--- src/rtl/mem_arbiter.sv ---
`timescale 1ns/1ps
// mem_arbiter: shares one single-port, variable-latency memory between
// instruction fetch and load/store, one transaction in flight at a time.
//
// Ports:
//   clk, rst                       clock, synchronous active-high reset
//   if_req/if_addr                 fetch request (held until if_gnt)
//   if_gnt/if_rvalid/if_rdata      fetch accept pulse, completion, data
//   d_req/d_we/d_addr/d_wdata/d_be data request (held until d_gnt)
//   d_gnt/d_rvalid/d_rdata         data accept pulse, completion, data
//   mem_req/mem_we/mem_addr/
//   mem_wdata/mem_be               registered memory request, held to ack
//   mem_ack/mem_rdata              memory completion and read data
//
// Data has priority. Fetch still wins once STREAK_MAX data grants have
// gone by back to back while fetch was waiting.
module mem_arbiter #(
    parameter int unsigned STREAK_MAX = 4
) (
    input  logic        clk,
    input  logic        rst,
    input  logic        if_req,
    input  logic [31:0] if_addr,
    output logic        if_gnt,
    output logic        if_rvalid,
    output logic [31:0] if_rdata,
    input  logic        d_req,
    input  logic        d_we,
    input  logic [31:0] d_addr,
    input  logic [31:0] d_wdata,
    input  logic [3:0]  d_be,
    output logic        d_gnt,
    output logic        d_rvalid,
    output logic [31:0] d_rdata,
    output logic        mem_req,
    output logic        mem_we,
    output logic [31:0] mem_addr,
    output logic [31:0] mem_wdata,
    output logic [3:0]  mem_be,
    input  logic        mem_ack,
    input  logic [31:0] mem_rdata
);

    localparam logic ST_IDLE = 1'b0;
    localparam logic ST_BUSY = 1'b1;

    localparam logic OWN_FETCH = 1'b0;
    localparam logic OWN_DATA  = 1'b1;

    localparam logic [3:0] STREAK_LIM = 4'(STREAK_MAX);

    logic        state_q,     state_d;
    logic        owner_q,     owner_d;
    logic [3:0]  streak_q,    streak_d;
    logic        mem_req_q,   mem_req_d;
    logic        mem_we_q,    mem_we_d;
    logic [31:0] mem_addr_q,  mem_addr_d;
    logic [31:0] mem_wdata_q, mem_wdata_d;
    logic [3:0]  mem_be_q,    mem_be_d;
    logic        if_gnt_q,    if_gnt_d;
    logic        d_gnt_q,     d_gnt_d;
    logic        if_rvalid_q, if_rvalid_d;
    logic        d_rvalid_q,  d_rvalid_d;
    logic [31:0] if_rdata_q,  if_rdata_d;
    logic [31:0] d_rdata_q,   d_rdata_d;

    logic fetch_win;

    // Fetch only beats a pending data request once the streak is used up.
    assign fetch_win = if_req && (!d_req || (streak_q == STREAK_LIM));

    always_comb begin
        state_d     = state_q;
        owner_d     = owner_q;
        streak_d    = streak_q;
        mem_req_d   = mem_req_q;
        mem_we_d    = mem_we_q;
        mem_addr_d  = mem_addr_q;
        mem_wdata_d = mem_wdata_q;
        mem_be_d    = mem_be_q;
        if_gnt_d    = 1'b0;
        d_gnt_d     = 1'b0;
        if_rvalid_d = 1'b0;
        d_rvalid_d  = 1'b0;
        if_rdata_d  = 32'd0;
        d_rdata_d   = 32'd0;

        case (state_q)
            ST_IDLE: begin
                if (if_req || d_req) begin
                    state_d   = ST_BUSY;
                    mem_req_d = 1'b1;
                    if (fetch_win) begin
                        owner_d     = OWN_FETCH;
                        if_gnt_d    = 1'b1;
                        mem_we_d    = 1'b0;
                        mem_addr_d  = if_addr;
                        mem_wdata_d = 32'd0;
                        mem_be_d    = 4'hF;
                        streak_d    = 4'd0;
                    end else begin
                        owner_d     = OWN_DATA;
                        d_gnt_d     = 1'b1;
                        mem_we_d    = d_we;
                        mem_addr_d  = d_addr;
                        mem_wdata_d = d_wdata;
                        mem_be_d    = d_be;
                        // Streak only grows while fetch is actually waiting.
                        if (!if_req) begin
                            streak_d = 4'd0;
                        end else if (streak_q >= STREAK_LIM) begin
                            streak_d = STREAK_LIM;
                        end else begin
                            streak_d = streak_q + 4'd1;
                        end
                    end
                end
            end
            ST_BUSY: begin
                // BUSY is exactly the mem_req=1 window, so ack is honoured here only.
                if (mem_ack) begin
                    state_d   = ST_IDLE;
                    mem_req_d = 1'b0;
                    if (owner_q == OWN_DATA) begin
                        d_rvalid_d = 1'b1;
                        d_rdata_d  = mem_we_q ? 32'd0 : mem_rdata;
                    end else begin
                        if_rvalid_d = 1'b1;
                        if_rdata_d  = mem_rdata;
                    end
                end
            end
            default: begin
                state_d = ST_IDLE;
            end
        endcase
    end

    always_ff @(posedge clk) begin
        if (rst) begin
            state_q     <= ST_IDLE;
            owner_q     <= OWN_FETCH;
            streak_q    <= 4'd0;
            mem_req_q   <= 1'b0;
            mem_we_q    <= 1'b0;
            mem_addr_q  <= 32'd0;
            mem_wdata_q <= 32'd0;
            mem_be_q    <= 4'd0;
            if_gnt_q    <= 1'b0;
            d_gnt_q     <= 1'b0;
            if_rvalid_q <= 1'b0;
            d_rvalid_q  <= 1'b0;
            if_rdata_q  <= 32'd0;
            d_rdata_q   <= 32'd0;
        end else begin
            state_q     <= state_d;
            owner_q     <= owner_d;
            streak_q    <= streak_d;
            mem_req_q   <= mem_req_d;
            mem_we_q    <= mem_we_d;
            mem_addr_q  <= mem_addr_d;
            mem_wdata_q <= mem_wdata_d;
            mem_be_q    <= mem_be_d;
            if_gnt_q    <= if_gnt_d;
            d_gnt_q     <= d_gnt_d;
            if_rvalid_q <= if_rvalid_d;
            d_rvalid_q  <= d_rvalid_d;
            if_rdata_q  <= if_rdata_d;
            d_rdata_q   <= d_rdata_d;
        end
    end

    assign if_gnt    = if_gnt_q;
    assign if_rvalid = if_rvalid_q;
    assign if_rdata  = if_rdata_q;
    assign d_gnt     = d_gnt_q;
    assign d_rvalid  = d_rvalid_q;
    assign d_rdata   = d_rdata_q;
    assign mem_req   = mem_req_q;
    assign mem_we    = mem_we_q;
    assign mem_addr  = mem_addr_q;
    assign mem_wdata = mem_wdata_q;
    assign mem_be    = mem_be_q;

endmodule

--- config.mk ---
export PLATFORM = sky130hd
export DESIGN_NAME = mem_arbiter
export DESIGN_NICKNAME = d
export VERILOG_FILES = /design/src/rtl/mem_arbiter.sv
export SDC_FILE = /design/constraint.sdc
export NUM_CORES = 1
export LEC_CHECK = 0
export BUFFER_PORTS_ARGS = -buffer_cell sky130_fd_sc_hd__buf_2
export CAP_MARGIN = 20
export CORE_AREA = 2 2 108 110
export DETAILED_ROUTE_END_ITERATION = 16
export DIE_AREA = 0 0 110 112
export MAX_ROUTING_LAYER = met4
export PLACE_DENSITY_LB_ADDON = 0.3
export SYNTH_ARGS = -nofsm -noshare
export SYNTH_HDL_FRONTEND = slang
export SYNTH_SLANG_ARGS = --single-unit
--- constraint.sdc ---
create_clock -name clk -period 2.5 [get_ports clk]
set_input_delay 0.125 -clock clk [delete_from_list [all_inputs] [get_ports clk]]
set_output_delay 0.125 -clock clk [all_outputs]
set_load 0.02 [all_outputs]
### Word-level counts from Yosys, hierarchy flattened

Cells that the tools add are included.

| cells by class | value |
|---|---|
| $add $sub $neg | 1 |
| multiply operators | 0 |
| div/mod/pow operators | 0 |
| order comparisons | 1 |
| equality and inequality tests | 3 |
| shifts and indexed selects | 0 |
| muxes and demuxes | 17 |
| bitwise gates (word level) | 4 |
| reduce and logical (&&, ||, !) cells | 10 |

Operators by type and width:

| kind | count |
|---|---|
| two-way mux 32 bit | 2 |
| two-way mux 4 bit | 4 |
| two-way mux 1 bit | 9 |
| OR reduction 3 bit | 2 |
| OR reduction 5 bit | 1 |
| adder 4 x 1 -> 4 bit, second input constant | 1 |
| == test 4 x 3 -> 1 bit, second input constant | 1 |
| >= comparator 4 x 3 -> 1 bit, second input constant | 1 |
| != test 2 bit, second input constant | 2 |
| NOT 1 bit | 4 |
| one-hot mux 1 bit (2 select lines) | 2 |
| AND reduction 2 bit | 2 |
| OR reduction 4 bit | 1 |
| logical OR 1 bit | 2 |
| logical AND 1 bit | 1 |
| zero test 1 bit | 1 |

| word-level totals | value |
|---|---|
| register bits | 144 |
| bits in latches | 0 |
| memory bits (writable) | 0 |
| ROM bits | 0 |
| memories | 0 |

### Logic depth before layout (Yosys ltp)

Gate-level depths: netlist of the first run.

| logic depth | value |
|---|---|
| depth after elaboration | 4 |
| gate-level depth with buffers | 7 |
| gate-level depth less buffers | 5 |

### Worst setup path before layout of the first run

Ideal clock, no wire load.

| timing path | value |
|---|---|
| path type | flip-flop to flip-flop |
| from | register streak_q[0] |
| to | register mem_addr_q[10] (netlist: mem_addr[10]) |
| library setup time | 0.144 ns |
| arrival time | 1.345 ns |
| data required time | 2.356 ns |
| slack | 1.011 ns |
| cell stages (with the launch flop) | 7 |
| path buffers | 1 |
| clock period less this slack | 1.489 ns |
| cells stage by stage | dfxtp_1 > inv_1 > ha_1 > nand4b_4 > clkbuf_1 > nor4bb_1 > nor4_2 |

| on the way | value |
|---|---|
| longest elaborated chain between the ends | 4 |

RTL lines:

| element | RTL line | source |
|---|---|---|
| start: declaration | 54 | `logic [3:0] streak_q, streak_d;` |
| start signal: assignment | 158 | `streak_q <= streak_d;` |
| == test 4 x 3 -> 1 bit | 70 | `assign fetch_win = if_req && (!d_req \|\| (streak_q == STREAK_LIM));` |
| logical OR 1 bit | 70 |  |
| logical AND 1 bit | 70 |  |
| two-way mux 32 bit | 93 | `if (fetch_win) begin` |
| end signal: assignment | 161 | `mem_addr_q <= mem_addr_d;` |
| end: declaration | 57 | `logic [31:0] mem_addr_q, mem_addr_d;` |

Every way passes these cells.
A chain may end at the register's enable or synchronous reset.

### Worst setup path after layout of the first run

| timing path | value |
|---|---|
| from | register streak_q[0] |
| to | register mem_wdata_q[24] (netlist: mem_wdata[24]) |

| on the way | value |
|---|---|
| longest elaborated chain between the ends | 4 |

RTL lines:

| element | RTL line | source |
|---|---|---|
| == test 4 x 3 -> 1 bit | 70 |  |
| logical OR 1 bit | 70 |  |
| logical AND 1 bit | 70 |  |
| two-way mux 32 bit | 93 |  |
| end signal: assignment | 162 | `mem_wdata_q <= mem_wdata_d;` |
| end: declaration | 58 | `logic [31:0] mem_wdata_q, mem_wdata_d;` |

Every way passes these cells.

==> results of run 1 <==
metrics by stage:
stage          instance area, sq um  instances  hold slack [ns]  utilization
6_report                       8090       1007           0.0208        0.724
5_1_grt                        8090       1007           0.0162        0.724
4_1_cts                        8090       1007          0.00546        0.724
3_5_place_dp                   6840        911            0.339        0.612
3_3_place_gp                   6840        911            0.335        0.612
2_1_floorplan                  5400        536            0.247            -
worst register-to-register path: stages (launching register included):
cell and delay [ns]:
dfxtp_1 0.32, inv_1 0.08, ha_1 0.19, nand4b_4 0.69
buf_4 0.56, nand4b_1 0.15, a21oi_1 0.10
flip-flops by register name (all words and copies together), names as in the netlist, 4 cells and up:
register   count
d_rdata       32
if_rdata      32
mem_addr      32
mem_be         4
mem_wdata     32
streak_q       4
power by group:
group | leakage, nW | total, mW | internal (mW) | switching (mW)
Clock | 0.292 | 2.54 | 1.54 | 1.00
Sequential | 1.18 | 2.46 | 2.41 | 0.0537
Combinational | 2.31 | 0.820 | 0.353 | 0.466
worst max-delay path by stage:
stage	from	end	slack, ns	depth (start not counted)
floorplan	streak_q[0]	mem_addr[10]	1.01	6
global placement	streak_q[0]	mem_wdata[31]	0.50	6
detailed placement	streak_q[0]	mem_be[1]	0.38	5
CTS	streak_q[0]	mem_be[1]	0.38	5
global route	streak_q[0]	mem_be[1]	0.19	5
finish	streak_q[0]	mem_wdata[24]	0.29	6
cell usage in the layout (no fill, tap or decap), types with 4 or more instances in the layout:
cell and count:
buf_2 275, dfxtp_1 143, and2_1 65, dlygate4sd3_1 64, nor2_1 42, nand2_1 37
a211oi_1 37, a21oi_1 36, nand4b_1 33, nor4bb_1 32, nor4_2 19, clkbuf_16 17
nor4_1 13, buf_4 12, clkinv_4 5, nor3_1 4
cell usage after synthesis (3+ instances only):
library cell / number / area share
dfxtp_1: 144 / 0.53
and2_1: 65 / 0.075
nor2_1: 42 / 0.029
a211oi_1: 37 / 0.051
nand2_1: 37 / 0.026
a21oi_1: 36 / 0.033
clkbuf_1: 35 / 0.024
nand4b_1: 33 / 0.054
nor4bb_1: 32 / 0.059
nor4_2: 19 / 0.044
buf_2: 18 / 0.017
nor4_1: 13 / 0.015
nor3_1: 4 / 0.0037
buf_4: 3 / 0.0042
logic make-up (layout without fill, tap and decap cells):
kind of cell	Yosys count	in the layout	synth area share
flops	144	144	0.534
compound gates	78	78	0.0927
fa+ha+maj	2	2	0.00463
buf+inv	58	386	0.0466
simple gates	254	254	0.322
cell type report:
cell class / count / area (sq um) / area share
Multi-Input combinational cell: 334 / 2290 / 0.283
Inverter: 2 / 7.51 / 0.000928
Clock inverter: 13 / 153 / 0.0189
Clock buffer: 19 / 453 / 0.0560
Sequential cell: 144 / 2880 / 0.357
Timing Repair Buffer: 352 / 2130 / 0.263
Tap cell: 143 / 179 / 0.0221
layer usage:
metal	track usage	vias up	wire length, um
met5	-	-	0
met4	0.149	0	658
met3	0.0662	60	1240
met2	0.479	266	8610
met1	0.307	2468	6600
li1	-	2534	-
what timing repair did:
item / 4_1_cts / 5_1_grt
setup endpoints to repair: 0 / 0
hold endpoints to repair: 96 / 0
setup buffers: 0 / 0
hold buffers: 64 / 0
==> impl_metrics.env, run 1 <==
export IMPL_final_critical_path_setup_slack_ns=0.286
export IMPL_r2r_slack_ns=0.29
export IMPL_status="complete, no violations"
export IMPL_avgRoutedWirePerCell_um=17.0
export IMPL_synth_sequential_area_ratio=0.534
export IMPL_r2r_cells=6
export IMPL_vias_post_dr=5328
export IMPL_n_antenna_cell=0
export IMPL_chipWidth_um=110
export IMPL_max_slew_worst_pin_slew_ns=0.905
export IMPL_worst_setup_path_end_kind="flip-flop"
export IMPL_cp_max_stage_cell="nand4b_4"
export IMPL_first_iter_violations=346
export IMPL_coreArea_sq_um=11200
export IMPL_cts_inserted_buffers=17
export IMPL_setup_total_negative_slack_ns=0
export IMPL_grt_first_pass_wirelength_um=26400
export IMPL_cts_htree_levels=4
export IMPL_number_of_global_route_vias_before_repair=5441
export IMPL_synth_async_sr_flop_share=0
export IMPL_hold_path_end="mem_be[2]"
export IMPL_final_cycle_utilization_of_the_critical_path=0.886
export IMPL_synth_area_sq_um=5400
export IMPL_grt_start_max_net_pins=70
export IMPL_ir_drop_mv=0.565
export IMPL_finalHoldViolations=0
export IMPL_grt_antenna_before_repair=0
export IMPL_cp_data_required_time_ns=2.79
export IMPL_ios=276
export IMPL_gate_count_post_synth=536
export IMPL_slew_headroom=0.397
export IMPL_critPathBufInv=2
export IMPL_crit_chain="inv_1, ha_1, nand4b_4, buf_4, nand4b_1, a21oi_1"
export IMPL_firstDrtPassIters=5
export IMPL_syn_area_per_cell_sq_um=10.1
export IMPL_overall_die_height_um=112
export IMPL_totalWireLength_um=17100
export IMPL_post_cts_resized=0
export IMPL_layout_area_overhead_vs_synth_pct=49.8
export IMPL_gp_routability_congestion=0.825
export IMPL_startpoint_of_the_lowest_slack_register_to_register_path="streak_q[0]"
export IMPL_critical_path_reg2reg_endpoint="mem_wdata[24]"
export IMPL_postSynthRegisterBits=144
export IMPL_cts_sinks=144
export IMPL_timing_critical_path_arrival_ns=2.50
export IMPL_finalPower_mw=5.82
export IMPL_drc=0
export IMPL_post_route_cells_drive_above_1_share=0.399
export IMPL_fin_crit_ns=2.21
export IMPL_clk_pin_slew_worst_paths_ns=0.06
export IMPL_final_fill_count=780
export IMPL_post_dp_hpwl_um=10500
export IMPL_worst_hold_class="in2reg"
export IMPL_worstHoldPathCells=3
export IMPL_count_of_yosys_warnings_during_synthesis=0
export IMPL_synth_fp_nets=676
export IMPL_hold_start="d_be[2]"
export IMPL_drtAntennaViolNets=0
export IMPL_power_density_cell_area_nw_per_um2=720
export IMPL_clock_tree_from_tritoncts="done"
export IMPL_portBuffers=275
export IMPL_clk_path_buf_depth=2
export IMPL_cap_violations=0
export IMPL_report_final_slew_viol_count=0
export IMPL_worst_skew_pair_late_latency_ns=0.42
export IMPL_fin_skew_ns=0.00808
export IMPL_achievable_frequency_ghz=0.452
export IMPL_power_leakage_nw=3.78
export IMPL_synth_distinct_cells=28
export IMPL_clk_root_buffer_cell="clkbuf_16"
export IMPL_cpLargestDelayFamily="simple AND/OR/NAND/NOR gates"
export IMPL_crit_path_max_fanout=69
export IMPL_grt_usage=0.285
export IMPL_crit_path_category="reg2reg"
export IMPL_critPathMaxStageDelay_ns=0.69
export IMPL_die_area_sq_um=12300
export IMPL_unrepaired_setup_endpoints_after_global_routing="false"
export IMPL_gr_total_overflow=0
export IMPL_placement_setup_worst_slack_ns=0.384
export IMPL_synth_edff_count=0
export IMPL_initial_core_util=0.483
export IMPL_fin_nets=991
export IMPL_synth_ff_type="dfxtp_1"
export IMPL_vias_per_cell=5.29
export IMPL_total_of_endpoints_with_negative_setup_slack_in_the_final_report=0
export IMPL_rows=39
export IMPL_sort_of_element_at_the_start_of_the_critical_path="flip-flop"
Power figures use the tool's default switching activity.
==> run 2: changes to the inputs <==
--- a/config.mk
+++ b/config.mk
@@ -7,9 +7,9 @@
 export LEC_CHECK = 0
 export BUFFER_PORTS_ARGS = -buffer_cell sky130_fd_sc_hd__buf_2
 export CAP_MARGIN = 20
-export CORE_AREA = 2 2 108 110
+export CORE_AREA = 2 2 113 115
 export DETAILED_ROUTE_END_ITERATION = 16
-export DIE_AREA = 0 0 110 112
+export DIE_AREA = 0 0 115 117
 export MAX_ROUTING_LAYER = met4
 export PLACE_DENSITY_LB_ADDON = 0.3
 export SYNTH_ARGS = -nofsm -noshare
==> constraint.sdc (replaced) <==
create_clock -name clk -period 2.3 [get_ports clk]
set_input_delay 0.115 -clock clk [delete_from_list [all_inputs] [get_ports clk]]
set_output_delay 0.115 -clock clk [all_outputs]
set_load 0.02 [all_outputs]
==> impl_metrics.env, run 2 (synthesis results as in run 1) <==
export IMPL_finalPower_mw=6.44
export IMPL_cp_max_stage_cell="buf_4"
export IMPL_drtAntennaViolNets=0
export IMPL_coreArea_sq_um=12300
export IMPL_cap_violations=0
export IMPL_chipWidth_um=115
export IMPL_finalHoldViolations=0
export IMPL_ios=276
export IMPL_setup_total_negative_slack_ns=0
export IMPL_post_layout_nonfiller_instances=1020
export IMPL_power_density_cell_area_nw_per_um2=788
export IMPL_sort_of_element_at_the_start_of_the_critical_path="flip-flop"
export IMPL_critPathBufInv=2
export IMPL_post_dp_hpwl_um=10500
export IMPL_totalWireLength_um=16500
export IMPL_grt_antenna_before_repair=0
export IMPL_crit_chain="buf_4, o21bai_4, buf_4, a211oi_1, nor4_2"
export IMPL_placed_cells=921
export IMPL_timing_critical_path_arrival_ns=2.06
export IMPL_crit_path_category="reg2reg"
export IMPL_critPathMaxStageDelay_ns=0.46
export IMPL_slew_headroom=0.538
export IMPL_post_cts_resized=0
export IMPL_vias_per_cell=5.15
export IMPL_total_of_endpoints_with_negative_setup_slack_in_the_final_report=0
export IMPL_worst_skew_pair_late_latency_ns=0.41
export IMPL_gr_total_overflow=0
export IMPL_initial_core_util=0.439
export IMPL_drc=0
export IMPL_grt_start_max_net_pins=77
export IMPL_hold_ws_ns=0.0251
export IMPL_clk_path_buf_depth=2
export IMPL_cts_htree_levels=4
export IMPL_max_slew_worst_pin_slew_ns=0.694
export IMPL_avgRoutedWirePerCell_um=16.2
export IMPL_r2r_slack_ns=0.55
export IMPL_achievable_frequency_ghz=0.573
export IMPL_gp_routability_congestion=0.782
export IMPL_clk_pin_slew_worst_paths_ns=0.06
export IMPL_power_leakage_nw=3.81
export IMPL_clk_root_buffer_cell="clkbuf_16"
export IMPL_grt_usage=0.245
export IMPL_rows=41
export IMPL_post_cts_buffers=0
export IMPL_portBuffers=275
export IMPL_fin_skew_ns=0.00394
export IMPL_cts_hold_fix_buffers=67
export IMPL_final_cell_mix="275 x buf_2, 143 x dfxtp_1, 67 x dlygate4sd3_1"
export IMPL_cpLargestDelayFamily="buffers and inverters"
export IMPL_status="complete, no violations"
export IMPL_worst_hold_class="in2reg"
export IMPL_n_antenna_cell=0
export IMPL_ir_drop_mv=0.397
export IMPL_cts_sinks=144
export IMPL_report_final_slew_viol_count=0
export IMPL_worst_setup_path_end_kind="flip-flop"
export IMPL_fin_crit_ns=1.75
export IMPL_layout_area_overhead_vs_synth_pct=51.4
export IMPL_cts_inserted_buffers=17
export IMPL_fin_nets=997
export IMPL_overall_die_height_um=117
export IMPL_unrepaired_setup_endpoints_after_global_routing="false"
export IMPL_cp_common_cell="buf_4"
export IMPL_final_cycle_utilization_of_the_critical_path=0.759
export IMPL_grt_first_pass_wirelength_um=25200
export IMPL_number_of_global_route_vias_before_repair=5210
export IMPL_cp_data_required_time_ns=2.62
export IMPL_post_route_cells_drive_above_1_share=0.400
export IMPL_clock_tree_from_tritoncts="done"
export IMPL_firstDrtPassIters=5
export IMPL_die_area_sq_um=13500
export IMPL_vias_post_dr=5251
export IMPL_first_iter_violations=356
export IMPL_crit_path_max_fanout=48
export IMPL_final_common_cell="buf_2"
-- run 2: worst min-delay path, cell delays in order --
cell and delay (ns):
buf_2 0.10, a21oi_1 0.08, o31a_1 0.10
-- run 2: final timing paths --
kind | start | to | cells after the start
setup / recovery | state_q | mem_addr[13] | 5
hold / removal | mem_ack | state_q | 3
setup reg to reg | state_q | mem_addr[13] | 5
hold reg to reg | mem_wdata[12] | mem_wdata[12] | 2
-- run 2: cell type report --
type / count / area, sq um
fill: 952 / 4140
sequential: 144 / 2880
multi-input combinational: 334 / 2290
timing repair buffer: 358 / 2180
clock buffer: 19 / 453
tap: 150 / 188
clock inverter: 13 / 178
inverter: 2 / 7.51
-- run 2: per-layer routing --
metal / up-vias / track usage / share of wire
met5: - / - / 0
met3: 54 / 0.0572 / 0.061
met4: 0 / 0.128 / 0.033
met1: 2434 / 0.274 / 0.40
li1: 2548 / - / -
met2: 215 / 0.410 / 0.50
-- run 2: power breakdown --
| part | leakage [nW] | internal (mW) | switching [mW] | total [mW] |
|---|---|---|---|---|
| combinational | 2.34 | 0.389 | 0.504 | 0.893 |
| clock | 0.302 | 1.79 | 1.09 | 2.88 |
| sequential | 1.18 | 2.62 | 0.0581 | 2.67 |
-- run 2: per-stage QoR --
stage / util / area, sq um / setup WS [ns]
after global placement: 0.558 / 6870 / 0.634
after floorplan: - / 5400 / 0.811
final: 0.664 / 8180 / 0.553
after CTS: 0.664 / 8180 / 0.558
after global routing: 0.664 / 8180 / 0.429
after detailed placement: 0.558 / 6870 / 0.567
==> run 3: changes to the inputs <==
==> constraint.sdc (replaced) <==
create_clock -name clk -period 1.7 [get_ports clk]
set_input_delay 0.085 -clock clk [delete_from_list [all_inputs] [get_ports clk]]
set_output_delay 0.085 -clock clk [all_outputs]
set_load 0.02 [all_outputs]
==> impl_metrics.env, run 3 (synthesis results as in run 1) <==
export IMPL_status="complete, no violations"
export IMPL_clk_pin_slew_worst_paths_ns=0.06
export IMPL_n_antenna_cell=0
export IMPL_cts_inserted_buffers=17
export IMPL_worst_setup_path_end_kind="flip-flop"
export IMPL_timing_critical_path_arrival_ns=1.92
export IMPL_final_core_util=0.672
export IMPL_drtAntennaViolNets=0
export IMPL_rows=41
export IMPL_combinational_group_share_of_total_power=0.148
export IMPL_clk_path_buf_depth=2
export IMPL_clock_tree_from_tritoncts="done"
export IMPL_post_dp_hpwl_um=10600
export IMPL_area_of_the_multi_input_gates_sq_um=2370
export IMPL_cts_htree_levels=4
export IMPL_ios=276
export IMPL_achievable_frequency_ghz=0.613
export IMPL_firstDrtPassIters=4
export IMPL_layout_area_overhead_vs_synth_pct=53.2
export IMPL_ir_drop_mv=0.495
export IMPL_power_density_cell_area_nw_per_um2=1020
export IMPL_totalWireLength_um=16900
export IMPL_portBuffers=275
export IMPL_finalHoldViolations=0
export IMPL_startpoint_of_the_lowest_slack_register_to_register_path="streak_q[0]"
export IMPL_avgRoutedWirePerCell_um=16.5
export IMPL_fin_skew_ns=0.00829
export IMPL_number_of_global_route_vias_before_repair=5152
export IMPL_chipWidth_um=115
export IMPL_overall_die_height_um=117
export IMPL_critical_path_reg2reg_endpoint="mem_addr[7]"
export IMPL_net_switching_power_mw=2.31
export IMPL_final_common_cell="buf_2"
export IMPL_internal_power_mw=6.15
export IMPL_drc=0
export IMPL_post_cts_buffers=0
export IMPL_crit_path_max_fanout=41
export IMPL_worst_hold_class="in2reg"
export IMPL_hold_ws_ns=0.0230
export IMPL_post_route_cells_drive_above_1_share=0.413
export IMPL_cp_data_required_time_ns=1.99
export IMPL_worstHoldPathCells=3
export IMPL_finalPower_mw=8.45
export IMPL_die_area_sq_um=13500
export IMPL_placement_setup_worst_slack_ns=0.0280
export IMPL_grt_first_pass_wirelength_um=25600
export IMPL_crit_path_category="reg2reg"
export IMPL_gp_routability_congestion=0.776
export IMPL_r2r_slack_ns=0.07
export IMPL_grt_antenna_before_repair=0
export IMPL_vias_per_cell=5.15
export IMPL_seq_area_sq_um=2880
export IMPL_grt_usage=0.249
export IMPL_unrepaired_setup_endpoints_after_global_routing="true"
export IMPL_total_of_endpoints_with_negative_setup_slack_in_the_final_report=0
export IMPL_max_slew_worst_pin_slew_ns=0.397
export IMPL_power_frac_clock=0.424
export IMPL_vias_post_dr=5271
export IMPL_seqPwrFrac=0.428
export IMPL_gr_total_overflow=0
export IMPL_sort_of_element_at_the_start_of_the_critical_path="flip-flop"
export IMPL_final_fill_count=950
export IMPL_hold_start="if_addr[18]"
export IMPL_worst_skew_pair_late_latency_ns=0.41
export IMPL_grt_start_max_net_pins=75
export IMPL_slew_headroom=0.735
export IMPL_cts_sinks=144
export IMPL_r2r_cells=6
export IMPL_initial_core_util=0.439
export IMPL_coreArea_sq_um=12300
export IMPL_report_final_slew_viol_count=0
export IMPL_power_share_switching=0.273
export IMPL_final_cell_mix="275 x buf_2, 143 x dfxtp_1, 70 x dlygate4sd3_1"
export IMPL_first_iter_violations=333
export IMPL_power_leakage_nw=3.84
export IMPL_clk_root_buffer_cell="clkbuf_16"
export IMPL_fin_nets=1001
export IMPL_final_critical_path_setup_slack_ns=0.0691
export IMPL_cap_violations=0
export IMPL_fin_crit_ns=1.63
export IMPL_final_cycle_utilization_of_the_critical_path=0.959
export IMPL_hold_path_end="mem_addr[18]"
-- run 3: worst max-delay path, stage by stage, from the launching register on --
cell	delay, ns
dfxtp_1	0.36
inv_1	0.08
ha_1	0.23
nand4b_4	0.14
buf_12	0.20
nor4bb_1	0.38
nor4_2	0.09
-- run 3: worst max-delay path by stage --
stage              endpoint        start  slack [ns]  cells after the start
2_1_floorplan  mem_addr[10]  streak_q[0]        0.21                      6
3_3_place_gp   mem_addr[18]  streak_q[0]        0.16                      6
3_5_place_dp   mem_addr[19]  streak_q[0]        0.03                      6
4_1_cts        mem_addr[19]  streak_q[0]        0.02                      6
5_1_grt         mem_addr[4]  streak_q[0]      -0.002                      6
6_report        mem_addr[7]  streak_q[0]        0.07                      6
-- run 3: timing repair --
action | 4_1_cts | 5_1_grt
endpoints found under the hold margin | 103 | 0
resized for setup | 0 | 15
hold buffers | 70 | 0
endpoints found under the setup margin | 0 | 19
-- run 3: through the flow --
stage                     instance area, sq um  setup TNS [ns]  std cells
after global routing                      8270        -0.00178       1024
after floorplan                           5400               0        536
after CTS                                 8180               0       1024
after global placement                    6910               0        922
after detailed placement                  6910               0        922
final                                     8270               0       1024
-- run 3: layer usage --
layer | up-vias | GRT usage | share of wire
met5 | - | - | 0
met4 | 0 | 0.104 | 0.020
met3 | 31 | 0.0613 | 0.062
met2 | 213 | 0.436 | 0.53
met1 | 2471 | 0.272 | 0.39
li1 | 2556 | - | -
-- run 3: power groups by stage --
stage	Combinational (mW)	Sequential, mW	Clock (mW)
detailed placement	1.09	3.69	0
floorplan	0.443	3.88	0
CTS	1.22	3.62	3.65
finish	1.25	3.62	3.59
global route	1.34	3.63	3.83
global placement	1.07	3.68	0
-- run 3: layout make-up --
| class | instances | share of cell area |
|---|---|---|
| Tap cell | 150 | 0.0227 |
| Multi-Input combinational cell | 334 | 0.287 |
| Clock buffer | 17 | 0.0514 |
| Sequential cell | 144 | 0.349 |
| Clock inverter | 15 | 0.0177 |
| Timing Repair Buffer | 362 | 0.272 |
| Inverter | 2 | 0.000908 |
